`config.mk`:
```
export PLATFORM = sky130hd
export DESIGN_NAME = video_timing_gen
export DESIGN_NICKNAME = d
export VERILOG_FILES = /design/src/rtl/vtg_pkg.sv /design/src/rtl/vtg_axis.sv /design/src/rtl/video_timing_gen.sv
export SDC_FILE = /design/constraint.sdc
export NUM_CORES = 1
export LEC_CHECK = 0
export ABC_AREA = 1
export CAP_MARGIN = 40
export CELL_PAD_IN_SITES_DETAIL_PLACEMENT = 0
export CELL_PAD_IN_SITES_GLOBAL_PLACEMENT = 1
export CORE_MARGIN = 2
export CORE_UTILIZATION = 48
export DETAILED_ROUTE_END_ITERATION = 6
export DONT_BUFFER_PORTS = 1
export PLACE_DENSITY = 0.95
export SKIP_LAST_GASP = 1
export SYNTH_ARGS = -nofsm -noshare
export SYNTH_HDL_FRONTEND = slang
export SYNTH_SLANG_ARGS = --single-unit
```
`constraint.sdc`:
```
create_clock -name i_clk -period 2.18 [get_ports i_clk]
set_input_delay 0.436 -clock i_clk [delete_from_list [all_inputs] [get_ports i_clk]]
set_output_delay 0.436 -clock i_clk [all_outputs]
set_load 0.01 [all_outputs]
```
`src/rtl/vtg_pkg.sv`:
```
// Shared timing constants and polarity type for the video timing generator.
package vtg_pkg;

    typedef enum logic {
        POL_LOW  = 1'b0,
        POL_HIGH = 1'b1
    } pol_e;

    // 640x480 @ 60 Hz, 25.175 MHz pixel clock
    localparam int VGA_H_RES  = 640;
    localparam int VGA_H_FP   = 16;
    localparam int VGA_H_SYNC = 96;
    localparam int VGA_H_BP   = 48;
    localparam int VGA_V_RES  = 480;
    localparam int VGA_V_FP   = 10;
    localparam int VGA_V_SYNC = 2;
    localparam int VGA_V_BP   = 33;

endpackage

```
`src/rtl/vtg_axis.sv`:
```
// One timing axis: modulo-TOT position counter with active and sync window decode.
module vtg_axis #(
    parameter int RES  = 640,
    parameter int FP   = 16,
    parameter int SYNC = 96,
    parameter int BP   = 48,
    parameter int CW   = 12
) (
    input  logic          clk,
    input  logic          rst,
    input  logic          step,
    output logic [CW-1:0] cnt,
    output logic          last,
    output logic          act,
    output logic          sync
);

    localparam int TOT = RES + FP + SYNC + BP;
    localparam logic [CW-1:0] CNT_LAST = CW'(TOT - 1);
    localparam logic [CW-1:0] ACT_END  = CW'(RES);
    localparam logic [CW-1:0] SYNC_LO  = CW'(RES + FP);
    localparam logic [CW-1:0] SYNC_HI  = CW'(RES + FP + SYNC);

    assign last = (cnt == CNT_LAST);
    assign act  = (cnt < ACT_END);
    assign sync = (cnt >= SYNC_LO) && (cnt < SYNC_HI);

    // Wrap on the decoded last position so the period is TOT, not 2^CW
    always_ff @(posedge clk) begin
        if (rst) begin
            cnt <= '0;
        end else if (step) begin
            cnt <= last ? '0 : cnt + 1'b1;
        end
    end

endmodule

```
`src/rtl/video_timing_gen.sv`:
```
// Raster timing generator with registered, mutually aligned outputs.
// Define VTG_FRAME_CNT_EN to build the o_frame counter; otherwise it is tied to 0.
module video_timing_gen
    import vtg_pkg::*;
#(
    parameter int   H_RES  = VGA_H_RES,
    parameter int   H_FP   = VGA_H_FP,
    parameter int   H_SYNC = VGA_H_SYNC,
    parameter int   H_BP   = VGA_H_BP,
    parameter int   V_RES  = VGA_V_RES,
    parameter int   V_FP   = VGA_V_FP,
    parameter int   V_SYNC = VGA_V_SYNC,
    parameter int   V_BP   = VGA_V_BP,
    parameter pol_e HS_POL = POL_LOW,
    parameter pol_e VS_POL = POL_LOW,
    parameter int   CW     = 12,
    parameter int   FW     = 16
) (
    input  logic          i_clk,
    input  logic          i_rst,
    input  logic          i_ce,
    output logic [CW-1:0] o_x,
    output logic [CW-1:0] o_y,
    output logic          o_de,
    output logic          o_hsync,
    output logic          o_vsync,
    output logic          o_sol,
    output logic          o_sof,
    output logic [FW-1:0] o_frame
);

    localparam logic HS_IDLE = (HS_POL == POL_HIGH) ? 1'b0 : 1'b1;
    localparam logic VS_IDLE = (VS_POL == POL_HIGH) ? 1'b0 : 1'b1;

    logic [CW-1:0] h;
    logic [CW-1:0] v;
    logic          h_last;
    logic          v_last;
    logic          h_act;
    logic          v_act;
    logic          h_sync;
    logic          v_sync;

    vtg_axis #(
        .RES (H_RES),
        .FP  (H_FP),
        .SYNC(H_SYNC),
        .BP  (H_BP),
        .CW  (CW)
    ) u_h (
        .clk (i_clk),
        .rst (i_rst),
        .step(i_ce),
        .cnt (h),
        .last(h_last),
        .act (h_act),
        .sync(h_sync)
    );

    vtg_axis #(
        .RES (V_RES),
        .FP  (V_FP),
        .SYNC(V_SYNC),
        .BP  (V_BP),
        .CW  (CW)
    ) u_v (
        .clk (i_clk),
        .rst (i_rst),
        .step(i_ce & h_last),
        .cnt (v),
        .last(v_last),
        .act (v_act),
        .sync(v_sync)
    );

    // Strobes drop on any edge without a load so they stay one clock wide
    always_ff @(posedge i_clk) begin
        if (i_rst) begin
            o_x     <= '0;
            o_y     <= '0;
            o_de    <= 1'b0;
            o_hsync <= HS_IDLE;
            o_vsync <= VS_IDLE;
            o_sol   <= 1'b0;
            o_sof   <= 1'b0;
        end else begin
            o_sol <= 1'b0;
            o_sof <= 1'b0;
            if (i_ce) begin
                o_x     <= h;
                o_y     <= v;
                o_de    <= h_act & v_act;
                o_hsync <= h_sync ? ~HS_IDLE : HS_IDLE;
                o_vsync <= v_sync ? ~VS_IDLE : VS_IDLE;
                o_sol   <= (h == '0);
                o_sof   <= (h == '0) && (v == '0);
            end
        end
    end

`ifdef VTG_FRAME_CNT_EN
    localparam logic [CW-1:0] H_LAST = CW'(H_RES + H_FP + H_SYNC + H_BP - 1);
    localparam logic [CW-1:0] V_LAST = CW'(V_RES + V_FP + V_SYNC + V_BP - 1);

    logic [FW-1:0] frame;

    // Step on the load that leaves the last pixel, i.e. alongside o_sof
    always_ff @(posedge i_clk) begin
        if (i_rst) begin
            frame <= '0;
        end else if (i_ce && (o_x == H_LAST) && (o_y == V_LAST)) begin
            frame <= frame + 1'b1;
        end
    end

    assign o_frame = frame;
`else
    assign o_frame = '0;
`endif

endmodule

```
# Yosys cells after proc, flatten, opt, wreduce, memory -nomap -nowiden

Index checks and enable logic that the tools add are counted.

Register bits after elaboration: 53
Bits in latches: 0
RAM bits: 0
Memory bits (read-only): 0
Input port bits: 3
Word-level logic and storage cells: 32
Memories: 0

Add/subtract/negate cells: 2
Multiply operators: 0
Div/mod/pow operators: 0
Order comparisons: 6
Eq/ne operators: 2
Shifts and indexed selects: 0
Muxes and demuxes: 4
Bitwise gates (word level): 3
Reductions and logical operators: 6

Operator list:

| cell                  | number |
|---|---|
| $add 12x1->12 const B | 2 |
| $eq 12x10->1 const B  | 2 |
| $logic_not 12->1      | 2 |
| $lt 12x10->1 const B  | 2 |
| $lt 12x9->1 const B   | 2 |
| $mux 12               | 2 |
| $ge 12x10->1 const B  | 1 |
| $ge 12x9->1 const B   | 1 |
| $logic_and 1x1->1     | 3 |
| $and 1x1->1           | 2 |
| $mux 1                | 2 |
| $reduce_or 2->1       | 1 |
| $not 1->1             | 1 |

# Logic depth before layout (Yosys ltp)

Depth in word-level cells: 3
Gate-level depth with buffers: 11
Depth with buffers taken out: 11

# Hierarchy

Synthesis repeated with hierarchy kept, for this count alone.

Cell total of the unflattened synthesis: 365
Area total of the unflattened synthesis: 2,588.7 um^2

Modules (own cells, without submodules):

| module           | instances | cells each | area each (um^2) |
|---|---|---|---|
| video_timing_gen | 1         | 162        | 1,194.9 |
| vtg_axis at u_v  | 1         | 106        | 713.2 |
| vtg_axis at u_h  | 1         | 97         | 680.7 |

# Worst setup path before layout

No wires, ideal clock.

Kind: flip-flop to flip-flop
From: register u_h.cnt[0]
To: register u_v.cnt[1]
Library setup time: 0.109 ns
Arrival: 1.269 ns
Required time: 2.071 ns
Path slack: 0.803 ns
Cell stages (with the launch flop): 11
Cell sequence: dfxtp_1 > ha_1 > inv_1 > nor2_4 > nand2_2 > nor2_4 > nand2_4 > nand2_4 > nand2_2 > nand2_1 > inv_1

Cells in the longest elaborated chain, start to end: 2

Ends and longest elaborated chain:

| what                   | line                   | RTL |
|---|---|---|
| start, declared        | vtg_axis.sv:12         | `output logic [CW-1:0] cnt,` |
| start signal, assigned | vtg_axis.sv:33         | `cnt <= last ? '0 : cnt + 1'b1;` |
| $eq 12x10->1           | vtg_axis.sv:24         | `assign last = (cnt == CNT_LAST);` |
| $and 1x1->1            | video_timing_gen.sv:69 | `.step(i_ce & h_last),` |
| end signal, assigned   | vtg_axis.sv:33         |  |
| end, declared          | vtg_axis.sv:12         |  |

No other way between the ends.
A chain may end at the register's enable or synchronous reset.

# Worst setup path after layout

From: register u_h.cnt[0]
To: register u_v.cnt[10]

The elaborated chain is that of the path after synthesis.

==> key figures <==
Floorplan
  • Initial core utilization: between 40% and 50%
  • Area of the core: 0.00541 mm2
  • Chip height: approximately 78 um
  • Die area: 0.00612 mm2
  • Row cnt: 27
  • Top-level I/O count: 48
  • Die Wd: between 70 and 80 um

Clocking
  • # resized after CTS: 0
  • Postcts setup bufs: 0
  • Clock latency on the worst-skew pair: 0.31 ns
  • H-tree Lvls: 2
  • Hold_buf cts: 0
  • TritonCTS clock tree: built
  • Total CTS buffers: 5
  • Clock Tree Buf Depth: 2
  • Root buffer cell: clkbuf_8
  • CTS clk-pin slew, worst paths: 0.11 ns
  • Clock Sink Count: 53

Synthesis
  • Number of synthesized flops with an enable pin: 0
  • Main synth FF type: dfxtp_1
  • Mapped Area: between 0.002 and 0.003 mm2
  • Synth Register Bits: 53
  • Cell variety after synth: 28
  • Async SR Flop Fraction: 0%
  • Post-synthesis cell count: 368
  • Post-Syn Area per Cell: a little over 7 um2
  • Sequential area share after synthesis: between 40 and 50%
  • Ys Warns: 0

Layout
  • Net count, final: about 370
  • Layout cell share with drive strength beyond 1: 9.09%
  • Fill count: between 500 and 600
  • Synthesis-to-finish area growth: 3.22%
  • Most frequent cells in the layout: 70 x nand2_1, 53 x dfxtp_1, 40 x nor2_1, 39 x inv_1, 33 x a21oi_1
  • Antenna Cells: 0
  • Layout Utilization: 50.5%
  • Commonest non-fill, non-tap cell in the layout: nand2_1

Route
  • Overall routed net length: between 5000 and 6000 um
  • Met3 routed WL: between 150 and 200 um
  • Final ANT Viol Nets: 0
  • Routed vias/inst: just under 5
  • Met2 WL: 2940 um
  • Max Used Layer: met4
  • Met1 wire length: 2620 um
  • Via count: around 2200
  • DR iter-0 viols: around 130
  • Pre-antenna DRT Iters: 4
  • DRC: 0
  • DR WL/cell: between 10 and 15 um

Critical path
  • Startpoint types: flop
  • CP arrival: ~1.8 ns
  • Setup Crit Path Kind: reg2reg
  • Nature of the critical path endpoint: flop
  • CP max FO: 6
  • Crit path required time: around 2.4 ns

Global routing
  • Overall routing resource usage: around 20%
  • Initial antenna violation count: 0
  • Congestion Overflow GR: 0
  • First-pass GRT wire length: ~9600 um
  • Number of global-route vias before repair: just under 2000
  • Pin count of the biggest net entering global routing: between 50 and 60

Pwr
  • Internal power: roughly 1.4 mW
  • Worst VDD drop: between 0.0003 and 0.0004 V
  • Leakage: around 1.1 nW
  • Pwr Density: roughly 660 mW/mm2
  • Clock share of power: 39.1%
  • Psw: ~0.43 mW
  • PnR Total Power: about 1.8 mW
  • Reg power frac: roughly 57%
  • Switching share of total power: around a quarter
  • Comb pwr share: 4.0%

Timing
  • Hold Vio Cnt, Final: 0
  • Final period util: a little over two thirds
  • F_max: about 650 MHz
  • Final hold slack: around 0.18 ns
  • Fin crit period: around 1.5 ns
  • Final setup viols: 0
  • RSZ-0062 raised after global routing: no
  • Setup TNS: 0 ns
  • Final Max Tran Viols: 0
  • Skew final: 0.00851 ns

Run
  • Maxcap violations: 0

Min path
  • Hold WC Path Type: in2reg

Placed design
  • IO Port Bufs: 0
  • Hpwl dp: 4240 um
  • RePlAce Congestion: just over 0.9

Outcome
  • Status: finished, final reports clean
[layout make-up]
cell class	instances	area, um2	area share, %
Inverter	42	158	5.78
Tap cell	72	90.1	3.30
Clock inverter	3	47.5	1.74
Clock buffer	5	68.8	2.52
Multi-Input combinational cell	259	1300	47.5
Sequential cell	53	1060	38.9
Timing Repair Buffer	1	7.51	0.275
[final timing paths]
path	depth (start not counted)	from	endpoint	slack [ns]
max	6	u_h.cnt[0]	u_v.cnt[10]	0.65
min	1	i_rst	u_v.cnt[4]	0.18
max reg2reg	6	u_h.cnt[0]	u_v.cnt[10]	0.65
min reg2reg	2	u_h.cnt[1]	u_h.cnt[1]	0.50
[worst max-delay path, cell delays in order (launching register included)]
cell and delay [ns]:
dfxtp_1 0.38, ha_1 0.21, inv_1 0.12, nor2_4 0.15, nand4_1 0.34, nand2_1 0.16, a21oi_1 0.08
[per-stage QoR]
step                      setup WS [ns]  instance area [um2]  instances
after floorplan                   0.803                 2700        383
after global placement            0.699                 2610        427
after detailed placement          0.656                 2610        427
after CTS                         0.639                 2730        435
after global routing              0.476                 2730        435
final                             0.648                 2730        435
[synth_stat cells (2+ instances only)]
| cell type | n | share of area (%) |
|---|---|---|
| nor3_2 | 2 | 0.76 |
| nand3_1 | 21 | 4.0 |
| ha_1 | 4 | 1.9 |
| xnor2_1 | 2 | 0.66 |
| a21oi_1 | 33 | 6.2 |
| o21ai_1 | 2 | 0.38 |
| nand4_1 | 12 | 2.8 |
| nand2_1 | 70 | 9.9 |
| clkbuf_1 | 7 | 0.99 |
| nor2_4 | 4 | 1.7 |
| buf_2 | 4 | 0.76 |
| nor3_1 | 9 | 1.7 |
| nand2_2 | 5 | 1.2 |
| xor2_1 | 4 | 1.3 |
| a211oi_1 | 4 | 1.1 |
| nand2_4 | 2 | 0.85 |
| nor2_1 | 40 | 5.7 |
| o21ai_0 | 21 | 4.0 |
| buf_4 | 17 | 4.8 |
| dfxtp_1 | 53 | 40 |
| inv_1 | 39 | 5.5 |
| inv_2 | 3 | 0.43 |
| nor2_2 | 5 | 1.2 |
[power groups by stage]
stage / clock network (mW) / logic (mW) / registers, mW
final: 0.704 / 0.0719 / 1.02
after global routing: 0.748 / 0.0845 / 1.03
after CTS: 0.720 / 0.0722 / 1.02
after detailed placement: 0 / 0.0718 / 1.05
after global placement: 0 / 0.0702 / 1.05
after floorplan: 0 / 0.102 / 1.04
[routing by layer]
layer	GRT usage, %	vias up
met5	0	-
met1	26.3	974
met3	3.22	4
li1	-	1143
met2	33.7	41
met4	5.26	0
[flip-flops by register name (all words and copies together) (netlist names)]
signal / flops
o_y: 12
o_x: 12
u_v.cnt: 12
o_hsync: 1
u_h.cnt: 12
o_sof: 1
o_vsync: 1
o_sol: 1
o_de: 1
[cells by family after synthesis]
group                      share of synthesized area (%)
adders and majority gates                           1.89
AOI/OAI and AO/OA                                   12.1
and+or+nand+nor                                     30.8
buffers and inverters                               13.0
xor gates and xnor gates                            1.99
DFF                                                 40.1
other                                              0.142
No activity file was read; power rests on OpenSTA's default activity.
